<file path="config.mk">
export PLATFORM = sky130hd
export DESIGN_NAME = shift_unit_arbiter
export DESIGN_NICKNAME = d
export VERILOG_FILES = /design/src/rtl/shift_unit_arbiter.sv
export SDC_FILE = /design/constraint.sdc
export NUM_CORES = 1
export LEC_CHECK = 0
export ABC_AREA = 1
export BUFFER_PORTS_ARGS = -buffer_cell sky130_fd_sc_hd__buf_2
export CAP_MARGIN = 20
export CORE_MARGIN = 8
export CORE_UTILIZATION = 41
export DETAILED_ROUTE_END_ITERATION = 12
export PLACE_DENSITY = 0.73
export SYNTH_ARGS = -nofsm -noshare
export SYNTH_HDL_FRONTEND = slang
export SYNTH_SLANG_ARGS = --single-unit
</file>
<file path="constraint.sdc">
create_clock -name clk -period 1.08 [get_ports clk]
set_input_delay 0.216 -clock clk [delete_from_list [all_inputs] [get_ports clk]]
set_output_delay 0.216 -clock clk [all_outputs]
set_load 0.01 [all_outputs]
</file>
<file path="src/rtl/shift_unit_arbiter.sv">
// Round-robin arbiter and sequencer sharing one right-shift unit among NREQ requesters.
// Optional WAIT timeout abort is compiled in with `define SHIFT_TIMEOUT_EN.
module shift_unit_arbiter #(
  parameter int NREQ    = 2,
  parameter int WIDTH   = 3,
  parameter int TIMEOUT = 15
) (
  input  logic                  clk,
  input  logic                  rst,
  input  logic [NREQ-1:0]       req,
  input  logic [NREQ*WIDTH-1:0] opa,
  input  logic [NREQ*WIDTH-1:0] opb,
  output logic [NREQ-1:0]       gnt,
  output logic [NREQ-1:0]       rsp_valid,
  output logic [WIDTH-1:0]      rsp_data,
  output logic                  busy,
  output logic                  err,
  output logic                  u_init,
  output logic [WIDTH-1:0]      u_portA,
  output logic [WIDTH-1:0]      u_portB,
  input  logic [WIDTH-1:0]      u_out,
  input  logic                  u_done
);

  localparam int PW = (NREQ > 1) ? $clog2(NREQ) : 1;

  typedef enum logic [1:0] {S_IDLE, S_ISSUE, S_WAIT, S_RESP} state_t;

  state_t            state_q, state_d;
  logic [NREQ-1:0]   gnt_q, gnt_d;
  logic [NREQ-1:0]   rsp_valid_q, rsp_valid_d;
  logic [WIDTH-1:0]  rsp_data_q, rsp_data_d;
  logic              busy_q, busy_d;
  logic              u_init_q, u_init_d;
  logic [WIDTH-1:0]  porta_q, porta_d;
  logic [WIDTH-1:0]  portb_q, portb_d;
  logic [PW-1:0]     ptr_q, ptr_d;
  logic [PW-1:0]     gidx_q, gidx_d;
  logic              found;
  logic [PW-1:0]     pick_idx;
  logic [PW-1:0]     cand;

`ifdef SHIFT_TIMEOUT_EN
  localparam int CW = $clog2(TIMEOUT + 1);
  logic [CW-1:0]     cnt_q, cnt_d;
  logic              err_q, err_d;
`endif

  // Round-robin search: first asserted request at or above the pointer, with wrap.
  always_comb begin
    found    = 1'b0;
    pick_idx = '0;
    cand     = '0;
    for (int k = 0; k < NREQ; k++) begin
      cand = PW'((int'(ptr_q) + k) % NREQ);
      if (!found && req[cand]) begin
        found    = 1'b1;
        pick_idx = cand;
      end
    end
  end

  always_comb begin
    state_d     = state_q;
    gnt_d       = gnt_q;
    rsp_valid_d = '0;
    rsp_data_d  = rsp_data_q;
    busy_d      = busy_q;
    u_init_d    = u_init_q;
    porta_d     = porta_q;
    portb_d     = portb_q;
    ptr_d       = ptr_q;
    gidx_d      = gidx_q;
`ifdef SHIFT_TIMEOUT_EN
    cnt_d       = cnt_q;
    err_d       = 1'b0;
`endif
    case (state_q)
      S_IDLE: begin
        if (found) begin
          porta_d         = opa[int'(pick_idx)*WIDTH +: WIDTH];
          portb_d         = opb[int'(pick_idx)*WIDTH +: WIDTH];
          gnt_d           = '0;
          gnt_d[pick_idx] = 1'b1;
          gidx_d          = pick_idx;
          busy_d          = 1'b1;
          u_init_d        = 1'b1;
          state_d         = S_ISSUE;
        end
      end
      S_ISSUE: begin
        state_d = S_WAIT;
`ifdef SHIFT_TIMEOUT_EN
        cnt_d   = '0;
`endif
      end
      S_WAIT: begin
        // DONE is sticky in the shifter, so it is only trusted while waiting here.
        if (u_done) begin
          rsp_data_d  = u_out;
          rsp_valid_d = gnt_q;
          u_init_d    = 1'b0;
          state_d     = S_RESP;
        end
`ifdef SHIFT_TIMEOUT_EN
        else if (cnt_q == CW'(TIMEOUT - 1)) begin
          rsp_data_d  = '0;
          rsp_valid_d = gnt_q;
          err_d       = 1'b1;
          u_init_d    = 1'b0;
          state_d     = S_RESP;
        end else begin
          cnt_d = cnt_q + 1'b1;
        end
`endif
      end
      S_RESP: begin
        ptr_d   = (int'(gidx_q) == NREQ - 1) ? '0 : gidx_q + 1'b1;
        gnt_d   = '0;
        busy_d  = 1'b0;
        state_d = S_IDLE;
      end
      default: state_d = S_IDLE;
    endcase
  end

  always_ff @(posedge clk) begin
    if (rst) begin
      state_q     <= S_IDLE;
      gnt_q       <= '0;
      rsp_valid_q <= '0;
      rsp_data_q  <= '0;
      busy_q      <= 1'b0;
      u_init_q    <= 1'b0;
      porta_q     <= '0;
      portb_q     <= '0;
      ptr_q       <= '0;
      gidx_q      <= '0;
`ifdef SHIFT_TIMEOUT_EN
      cnt_q       <= '0;
      err_q       <= 1'b0;
`endif
    end else begin
      state_q     <= state_d;
      gnt_q       <= gnt_d;
      rsp_valid_q <= rsp_valid_d;
      rsp_data_q  <= rsp_data_d;
      busy_q      <= busy_d;
      u_init_q    <= u_init_d;
      porta_q     <= porta_d;
      portb_q     <= portb_d;
      ptr_q       <= ptr_d;
      gidx_q      <= gidx_d;
`ifdef SHIFT_TIMEOUT_EN
      cnt_q       <= cnt_d;
      err_q       <= err_d;
`endif
    end
  end

  assign gnt       = gnt_q;
  assign rsp_valid = rsp_valid_q;
  assign rsp_data  = rsp_data_q;
  assign busy      = busy_q;
  assign u_init    = u_init_q;
  assign u_portA   = porta_q;
  assign u_portB   = portb_q;
`ifdef SHIFT_TIMEOUT_EN
  assign err       = err_q;
`else
  assign err       = 1'b0;
`endif

endmodule

</file>
==> metrics.md, run 1 <==
| Metric | Value |
|---|---|
| DRC | 0 |
| Crit Path Max Fanout | 3 |
| Area contributors post-synth | dfxtp_1, nand2_1, nor2_1, o21ai_0, ha_1 |
| Area delta synth->final | 43.33% |
| Hold Slack | between 0.15 and 0.2 ns |
| Crit end category | flop |
| Seq cells post-synth | 19 |
| Failing checks | setup timing |
| Area leader, netlist | dfxtp_1 |
| Slew Limit Fails | 0 |
| CTS Buf Count | 3 |
| Drt first-iter violations | 19 |
| Clk_lat worst skew | 0.30 ns |
| Flop-to-flop setup slack | -0.04 ns |
| Number of distinct library cells after synthesis | 20 |
| # IOs | 36 |
| Status | complete, but fails checks |
| WHS Endpoint | rsp_data[1]$_SDFFE_PP0P_ |
| Critical Path Start Type | flop |
| Worst R2R Path Depth | 7 |
| Most frequent cells in the layout | buf_2, nand2_1, dfxtp_1 |
| Leakage power | roughly 0.61 nW |
| Longest Clk Path Bufs | 2 |
| Hold buffers post-CTS | 0 |
| # rows | 16 |
| WL met2 | approximately 1100 µm |
| Met1 WL | 913 µm |
| CTS tree | built |
| Pin count of the biggest net entering global routing | 11 |
| CP Class | reg -> reg |
| CORE AREA | just under 2000 µm² |
| Cells after Synth | approximately 120 |
| Hold WC Path Type | in -> reg |
| Total power | between 3 and 4 mW |
| WP data required | around 1.3 ns |
| Seq/Total Area, Yosys | between 40% and 50% |
| HP Start | u_out[1] |
| Final WL | between 2000 and 2500 µm |
| Antenna violations before repair | 0 |
| Final setup vio count | 3 |
| Commonest non-fill, non-tap cell in the layout | buf_2 |
| RR Endpoint | state_q[1]$_SDFFE_PP0P_ |
| Post-Synthesis Cell Area | 863.3 µm² |
| Yosys top cell area share | between 40% and 50% |
| Origin of the critical flop-to-flop path | state_q[0]$_SDFFE_PP0P_ |
| CP startpoint | state_q[0]$_SDFFE_PP0P_ |
| CTS H-tree lvls | 1 |
| Final Critical Period | around 1.1 ns |
| First-pass GRT wire length | approximately 3500 µm |
| # nets final | 184 |
| Pwr dens | around 2500 nW/µm² |
| Data arrival, critical path | ~1.4 ns |
| Initial core utilization | 43.56% |
| Skew final | about 0.0014 ns |
| Unrepaired setup endpoints after global routing | true |
| Global route overflow | 0 |
| Pre-Repair DR Iteration Count | 3 |
| PnR worst setup slack | -0.04472 ns |
| PortBufs | 34 |
| Syn_nets | 141 |
| Max Freq | 0.8891 GHz |
| Worst Hold Path Cells | 3 |
| DR WL met3 | about 120 µm |
| Fill count | between 150 and 200 |
| RePlAce Congestion | slightly below 0.8 |
| Count of final hold-check violations | 0 |
| Antenna Cells | 0 |
| Vias in the first global route | between 800 and 900 |
| Synth Area per Inst | roughly 7.3 µm² |
| DR vias | a little under 900 |
| Worst-path clk slew | roughly 0.10 ns |
| YS warnings | 0 |
| Post-DRT Antenna Nets | 0 |
| WL per Instance | approximately 12 µm |
| Routed vias/inst | 4.717 |
| Root buffer cell | clkbuf_4 |
| Final worst path period share | 104.1% |
| Global Route Usage Sum | a little under an eighth |
| Clk sinks | 19 |
| Die Y | between 60 and 70 µm |
| Proportion of layout cells with a drive suffix above 1 | 47.50% |
| Die area | roughly 3800 µm² |
| Die width | approximately 62 µm |
| DR top layer | met4 |
| Peak supply drop | roughly 1.4 mV |
| Detailed Place HPWL | 1697 µm |
| Max_cap viols | 0 |
through the flow:
step	instance area [µm²]	instances	util [%]	TNS (ns)	setup WS [ns]
after detailed placement	1114	182	56.19	-0.4134	-0.07837
after CTS	1170	187	59.03	-0.1174	-0.04639
after global placement	1114	182	56.19	-0.005703	-0.004566
final	1237	187	62.44	-0.1202	-0.04472
after global routing	1237	187	62.44	-0.7051	-0.1009
after floorplan	888.4	118	-	0	0.01980
state kept, by name, summed over array words and instances (netlist names):
| signal | count |
|---|---|
| u_portB | 3 |
| state_q | 2 |
| u_init | 1 |
| busy | 1 |
| u_portA | 3 |
| rsp_valid | 2 |
| ptr_q | 1 |
| gnt | 2 |
| gidx_q | 1 |
| rsp_data | 3 |
synth_stat cells:
master and n:
nand2_1 30, inv_2 3, inv_1 8, nand2_2 2
o21ai_0 10, nor2_1 18, nand2_4 1, buf_2 1
ha_1 3, nor3b_1 2, nand4_1 2, nand3_1 5
a21oi_1 7, a21oi_2 1, dfxtp_1 19, or2_2 1
buf_4 1, conb_1 1, nand3_2 2, buf_6 1
logic make-up after synthesis:
kind of cell | count (synthesis) | share of synthesized area, %
other | 1 | 0.4344
DFF | 19 | 44.06
and+or+nand+nor | 63 | 32.75
AOI/OAI and AO/OA | 18 | 10.87
buffers and inverters | 14 | 7.536
adders and majority gates | 3 | 4.348
worst max-delay path by stage:
stage	to	depth (start not counted)	slack, ns
after CTS	state_q[1]$_SDFFE_PP0P_	7	-0.05
after detailed placement	state_q[1]$_SDFFE_PP0P_	6	-0.08
after floorplan	state_q[1]$_SDFFE_PP0P_	6	0.02
after global routing	state_q[1]$_SDFFE_PP0P_	7	-0.10
final	state_q[1]$_SDFFE_PP0P_	7	-0.04
after global placement	state_q[1]$_SDFFE_PP0P_	6	-0.005
timing repair:
action | 4_1_cts | 5_1_grt
pin swaps | 4 | 4
setup endpoints to repair | 13 | 17
gates resized for setup | 8 | 26
hold endpoints to repair | 0 | 0
setup buffers | 1 | 0
critical path, stage by stage (launching register included):
cell and delay [ns]:
dfxtp_2 0.35, inv_4 0.07, ha_4 0.13, inv_2 0.03
or2_4 0.24, nand2_2 0.08, nand2_1 0.05, a21oi_1 0.11
report_power, final:
part / switching, mW / total [mW] / internal (mW) / leakage, nW
registers: 0.149 / 1.09 / 0.943 / 0.158
logic: 0.915 / 1.68 / 0.762 / 0.438
clock network: 0.212 / 0.356 / 0.144 / 0.0150
total: 1.28 / 3.12 / 1.85 / 0.612
per-layer routing:
metal / vias to the layer above / GRT usage, %
met2: 16 / 22.16
li1: 458 / -
met5: - / 0
met4: 0 / 2.922
met1: 404 / 12.13
met3: 4 / 3.909
cell type report:
class                      instances  area [µm²]  area share, %
tap                               27       33.78          2.730
inverter                          11       53.80          4.348
clock buffer                       4       26.28          2.123
sequential                        19       387.9          31.34
multi-input combinational         85       505.5          40.85
timing repair buffer              41       230.2          18.60
Power figures use the tool's default switching activity.
==> inputs of run 2 (changes only) <==
==> constraint.sdc (replaced) <==
create_clock -name clk -period 1.08 [get_ports clk]
set_input_delay 0.054 -clock clk [delete_from_list [all_inputs] [get_ports clk]]
set_output_delay 0.054 -clock clk [all_outputs]
set_load 0.01 [all_outputs]
==> run 2 against run 1 <==
  * The run still ends with setup timing left
  * Final cell count fell by 0.53%
  * Global-route usage up 0.36 points
  * Non-clock buffer count decreased by 1
  * Critical endpoint is now state_q[0]$_SDFFE_PP0P_
==> metrics.md, run 2 (synthesis results as in run 1) <==
| Metric | Value |
|---|---|
| Antenna Cells | 0 |
| Worst-path clk slew | ~0.1 ns |
| Worst R2R Path Depth | 7 |
| DP Cell Count | roughly 180 |
| Origin of the critical flop-to-flop path | state_q[0]$_SDFFE_PP0P_ |
| CORE AREA | 1982 µm² |
| PortBufs | 34 |
| Most frequent cells in the layout | buf_2, nand2_1, nor2_1 |
| Die Y | a little over 60 µm |
| Worst Hold Path Cells | 3 |
| Placement Setup Slack | -0.1035 ns |
| # rows | 16 |
| DR vias | 860 |
| Area delta synth->final | 37.68% |
| Clk sinks | 19 |
| Longest Clk Path Bufs | 2 |
| CTS H-tree lvls | 1 |
| Final worst path period share | 108.1% |
| Slew Limit Fails | 0 |
| WP data required | between 1 and 1.5 ns |
| Critical Path Start Type | flop |
| Unrepaired setup endpoints after global routing | true |
| Proportion of layout cells with a drive suffix above 1 | a little over two fifths |
| Crit end category | flop |
| DRC | 0 |
| Critical Path Slowest Stage Cell | dfxtp_2 |
| Failing checks | setup timing |
| CTS Buf Count | 3 |
| Antenna violations before repair | 0 |
| Max_cap viols | 0 |
| WP buf/inv | 2 |
| Pre-Repair DR Iteration Count | 4 |
| Root buffer cell | clkbuf_4 |
| Drt first-iter violations | 15 |
| Routed vias/inst | 4.624 |
| Detailed Place HPWL | 1755 µm |
| First-pass GRT wire length | roughly 3500 µm |
| Status | complete, but fails checks |
| Global Route Usage Sum | between 10% and 20% |
| RR Endpoint | state_q[0]$_SDFFE_PP0P_ |
| PnR worst setup slack | -0.08711 ns |
| CP Class | reg -> reg |
| # nets final | roughly 180 |
| Vias in the first global route | 871 |
| Final Critical Period | 1.167 ns |
| Clk_lat worst skew | 0.29 ns |
| Peak supply drop | 1.525 mV |
| Finished Layout Cells | between 150 and 200 |
| Max incr delay on CP | between 0.3 and 0.4 ns |
| # IOs | 36 |
| Pwr dens | roughly 2500 nW/µm² |
| Die width | 61.89 µm |
| Pin count of the biggest net entering global routing | 12 |
| Crit Path Max Fanout | 3 |
| CTS tree | built |
| Hold buffers post-CTS | 0 |
| Post-DRT Antenna Nets | 0 |
| Skew final | roughly 0.0020 ns |
| Crit path max-delay family | simple AND/OR/NAND/NOR gates |
| Leakage power | 0.5995 nW |
| Final WL | between 2000 and 2500 µm |
| Initial core utilization | between 40% and 50% |
| Flop-to-flop setup slack | -0.09 ns |
| Max Freq | approximately 0.86 GHz |
| WL per Instance | about 11 µm |
| HP Start | u_out[2] |
| CP dominant cell by count | nand2_1 |
| Die area | 3830 µm² |
| RePlAce Congestion | 0.7808 |
| Count of final hold-check violations | 0 |
| WHS Endpoint | rsp_data[2]$_SDFFE_PP0P_ |
| Data arrival, critical path | about 1.4 ns |
| Final setup vio count | 6 |
| Commonest non-fill, non-tap cell in the layout | buf_2 |
| Global route overflow | 0 |
| CP cell instances | inv_4 > ha_4 > inv_2 > or2_4 > nand2_1 > nand2_1 > a21oi_2 |
| Hold WC Path Type | in -> reg |
## run 2: cell count changes in the layout (fill, tap and decap cells not counted), sizes merged
cell and delta:
clkinv +1, clkbuf -1, buf -1
## run 2: metrics by stage
stage          util (%)  hold slack [ns]  area (µm²)  power (mW)  setup TNS [ns]
5_1_grt           59.97          0.03457        1189       3.290          -1.163
3_5_place_dp      55.81           0.3328        1106       2.448         -0.4886
6_report          59.97          0.01802        1189       3.019         -0.2824
4_1_cts           58.96          0.01433        1169       2.959         -0.2325
3_3_place_gp      55.81           0.3113        1106       2.393       -0.008882
2_1_floorplan         -           0.2191       888.4       1.954               0
## run 2: worst max-delay path by stage
stage,startpoint,to,slack (ns),depth (start not counted)
2_1_floorplan,state_q[0]$_SDFFE_PP0P_,state_q[1]$_SDFFE_PP0P_,0.02,6
3_3_place_gp,state_q[1]$_SDFFE_PP0P_,state_q[1]$_SDFFE_PP0P_,-0.005,6
3_5_place_dp,state_q[0]$_SDFFE_PP0P_,state_q[0]$_SDFFE_PP0P_,-0.10,6
4_1_cts,state_q[0]$_SDFFE_PP0P_,u_init$_SDFFE_PP0P_,-0.08,7
5_1_grt,state_q[0]$_SDFFE_PP0P_,state_q[0]$_SDFFE_PP0P_,-0.15,7
6_report,state_q[0]$_SDFFE_PP0P_,state_q[0]$_SDFFE_PP0P_,-0.09,7
## run 2: worst reg2reg max path, stage by stage, from the launching register on
cell and delay (ns):
dfxtp_2 0.35, inv_4 0.07, ha_4 0.13, inv_2 0.03, or2_4 0.24, nand2_1 0.09
nand2_1 0.07, a21oi_2 0.12
## run 2: power by group
group	switching, mW	total (mW)	internal [mW]	leakage [nW]
logic	0.860	1.58	0.722	0.424
clock network	0.212	0.350	0.138	0.0177
registers	0.146	1.09	0.941	0.158
## run 2: cell type report
cell class,instances,area [µm²]
fillers,187,793.3
multi-input cells,85,473.0
flip-flops and latches,19,386.6
repair buffers,40,219.0
inverters,11,48.80
well taps,27,33.78
clock buffers,3,22.52
clock inverters,1,5.005
## run 2: per-layer routing
metal	track usage [%]	wire length, µm
met3	4.733	161
met2	22.60	1113
met5	0	0
met4	3.896	28
met1	11.97	829
## run 2: timing repair
item                       4_1_cts  5_1_grt
resized for setup               12        8
setup buffers                    1        0
setup endpoints to repair       13       16
pin swaps                        3        1
==> inputs of run 3 (changes only) <==
Settings changed: CELL_PAD_IN_SITES_DETAIL_PLACEMENT set to 0, CELL_PAD_IN_SITES_GLOBAL_PLACEMENT set to 1, CORE_UTILIZATION 41 to 28, PLACE_DENSITY 0.73 to not set, PLACE_DENSITY_LB_ADDON set to 0.1.
==> run 3 against run 2 <==
  * The flow still finishes with violations (setup timing)
  * Maximum frequency is 2.0% higher
  * Via count is 0.70% higher
  * Sequential share of layout area is 0.83 points lower
  * Hold slack worse by 0.011 ns
  * Final area is 2.6% higher
  * Wire length is 7.2% higher
  * Utilization is 19 points lower
  * Combinational power hardly changed
  * Final cell count is 3.8% higher
  * Setup slack better by 0.023 ns
  * Sequential cell count stayed put
  * Clock power is 9.4% higher
  * Critical endpoint is now state_q[1]$_SDFFE_PP0P_
  * Largest power group unchanged
==> metrics.md, run 3 (synthesis results as in run 1) <==
| Metric | Value |
|---|---|
| Status | complete, but fails checks |
| Failing checks | setup timing |
| Vias in the first global route | about 880 |
| # IOs | 36 |
| CTS tree | built |
| Peak supply drop | 0.7104 mV |
| PortBufs | 34 |
| Antenna Cells | 0 |
| Final setup vio count | 3 |
| # nets final | 184 |
| # rows | 20 |
| Longest Clk Path Bufs | 2 |
| Total power | between 3 and 4 mW |
| Post-DRT Antenna Nets | 0 |
| Design Area, Final | 1220 µm² |
| Die width | ~72 µm |
| CORE AREA | about 3000 µm² |
| DRC | 0 |
| Core Util, Final | 40.63% |
| Pwr dens | about 2500 nW/µm² |
| Unrepaired setup endpoints after global routing | true |
| WL per Instance | about 12 µm |
| Routed vias/inst | 4.487 |
| Root buffer cell | clkbuf_4 |
| Crit Path Max Fanout | 3 |
| CTS Buf Count | 3 |
| Hold WC Path Type | in -> reg |
| Sw Ratio | 41.10% |
| Final worst path period share | 105.9% |
| Initial core utilization | 28.75% |
| Internal power | approximately 1.8 mW |
| Global Route Usage Sum | about a tenth |
| Skew final | ~0.001 ns |
| Switch Pwr | between 1 and 1.5 mW |
| Clk sinks | 19 |
| Commonest non-fill, non-tap cell in the layout | buf_2 |
| Antenna violations before repair | 0 |
| Pin count of the biggest net entering global routing | 13 |
| Data arrival, critical path | around 1.4 ns |
| Finished Layout Cells | 193 |
| Crit end category | flop |
| DP Cell Count | ~190 |
| Worst-path clk slew | approximately 0.12 ns |
| Area delta synth->final | 41.30% |
| Die area | 5116 µm² |
| Final Critical Period | 1.144 ns |
| CP Class | reg -> reg |
| Leakage power | 0.6048 nW |
| Fill count | 331 |
| First-pass GRT wire length | between 3000 and 4000 µm |
| RePlAce Congestion | 0.7069 |
| PnR worst setup slack | -0.06414 ns |
| Max_cap viols | 0 |
| CTS H-tree lvls | 1 |
| Count of final hold-check violations | 0 |
| Hold Slack | between 0.006 and 0.007 ns |
| Critical Path Start Type | flop |
| Clk_lat worst skew | roughly 0.3 ns |
| Detailed Place HPWL | 1753 µm |
| Proportion of layout cells with a drive suffix above 1 | between 40% and 50% |
| Most frequent cells in the layout | buf_2, nand2_1, nor2_1 |
| Slew Limit Fails | 0 |
| WP data required | around 1.3 ns |
| Clock Power Share | roughly 13% |
| DR vias | just under 900 |
| Drt first-iter violations | 33 |
| Max Freq | ~0.87 GHz |
| Global route overflow | 0 |
| Combinational Power Share | roughly half |
| Placed cell area | approximately 1100 µm² |
| Flop pwr share | a little over a third |
| Final WL | roughly 2300 µm |
| Die Y | around 70 µm |
| Pre-Repair DR Iteration Count | 4 |
[run 3: timing repair]
action                                 4_1_cts  5_1_grt
gates cloned                                 0        0
setup endpoints to repair                   13       17
endpoints found under the hold margin        2        0
buffers inserted                             0        0
pin swaps                                    2        2
resized for setup                            0       23
hold buffers                                 2        0
[run 3: metal layers]
metal	vias to the layer above	part of all wire, %	routed length (µm)	track usage, %
li1	457	-	-	-
met1	383	49	1132	11.55
met2	24	44	1007	14.69
met3	2	4.9	112	2.371
met4	0	1.6	36	4.762
met5	-	0	0	0
[run 3: critical path: stages (launching register included)]
cell	delay, ns
dfxtp_2	0.36
inv_4	0.07
ha_4	0.13
inv_2	0.03
or2_4	0.23
nand2_1	0.09
nand2_1	0.06
a21oi_2	0.11
[run 3: final cells by class]
type / count / area, µm² / share of cell area [%]
clock buffers: 3 / 22.52 / 1.846
flip-flops and latches: 19 / 386.6 / 31.69
inverters: 11 / 51.30 / 4.205
repair buffers: 41 / 231.5 / 18.97
clock inverters: 1 / 7.507 / 0.6154
multi-input cells: 85 / 479.2 / 39.28
well taps: 33 / 41.29 / 3.385
[run 3: power by group through the flow]
| stage | clock network, mW | logic (mW) | registers, mW |
|---|---|---|---|
| floorplan | 0 | 0.802 | 1.15 |
| global placement | 0 | 1.38 | 1.07 |
| detailed placement | 0 | 1.39 | 1.08 |
| CTS | 0.404 | 1.40 | 1.07 |
| global route | 0.445 | 1.74 | 1.13 |
| finish | 0.383 | 1.56 | 1.09 |
[run 3: final timing paths]
| path | startpoint | endpoint | slack (ns) | cells past startpoint |
|---|---|---|---|---|
| worst min register to register | gidx_q$_SDFFE_PP0P_ | ptr_q$_SDFFE_PP0P_ | 0.45 | 1 |
| worst min-delay path | u_out[0] | rsp_data[0]$_SDFFE_PP0P_ | 0.007 | 3 |
| worst max register to register | state_q[0]$_SDFFE_PP0P_ | state_q[1]$_SDFFE_PP0P_ | -0.06 | 7 |
| worst max-delay path | state_q[0]$_SDFFE_PP0P_ | state_q[1]$_SDFFE_PP0P_ | -0.06 | 7 |
[run 3: stage by stage]
| step | setup TNS (ns) | worst slack, ns |
|---|---|---|
| after floorplan | 0 | 0.01980 |
| after global placement | -0.1730 | -0.02396 |
| after detailed placement | -0.4813 | -0.07355 |
| after CTS | -0.7453 | -0.07515 |
| after global routing | -1.040 | -0.1302 |
| final | -0.1328 | -0.06414 |
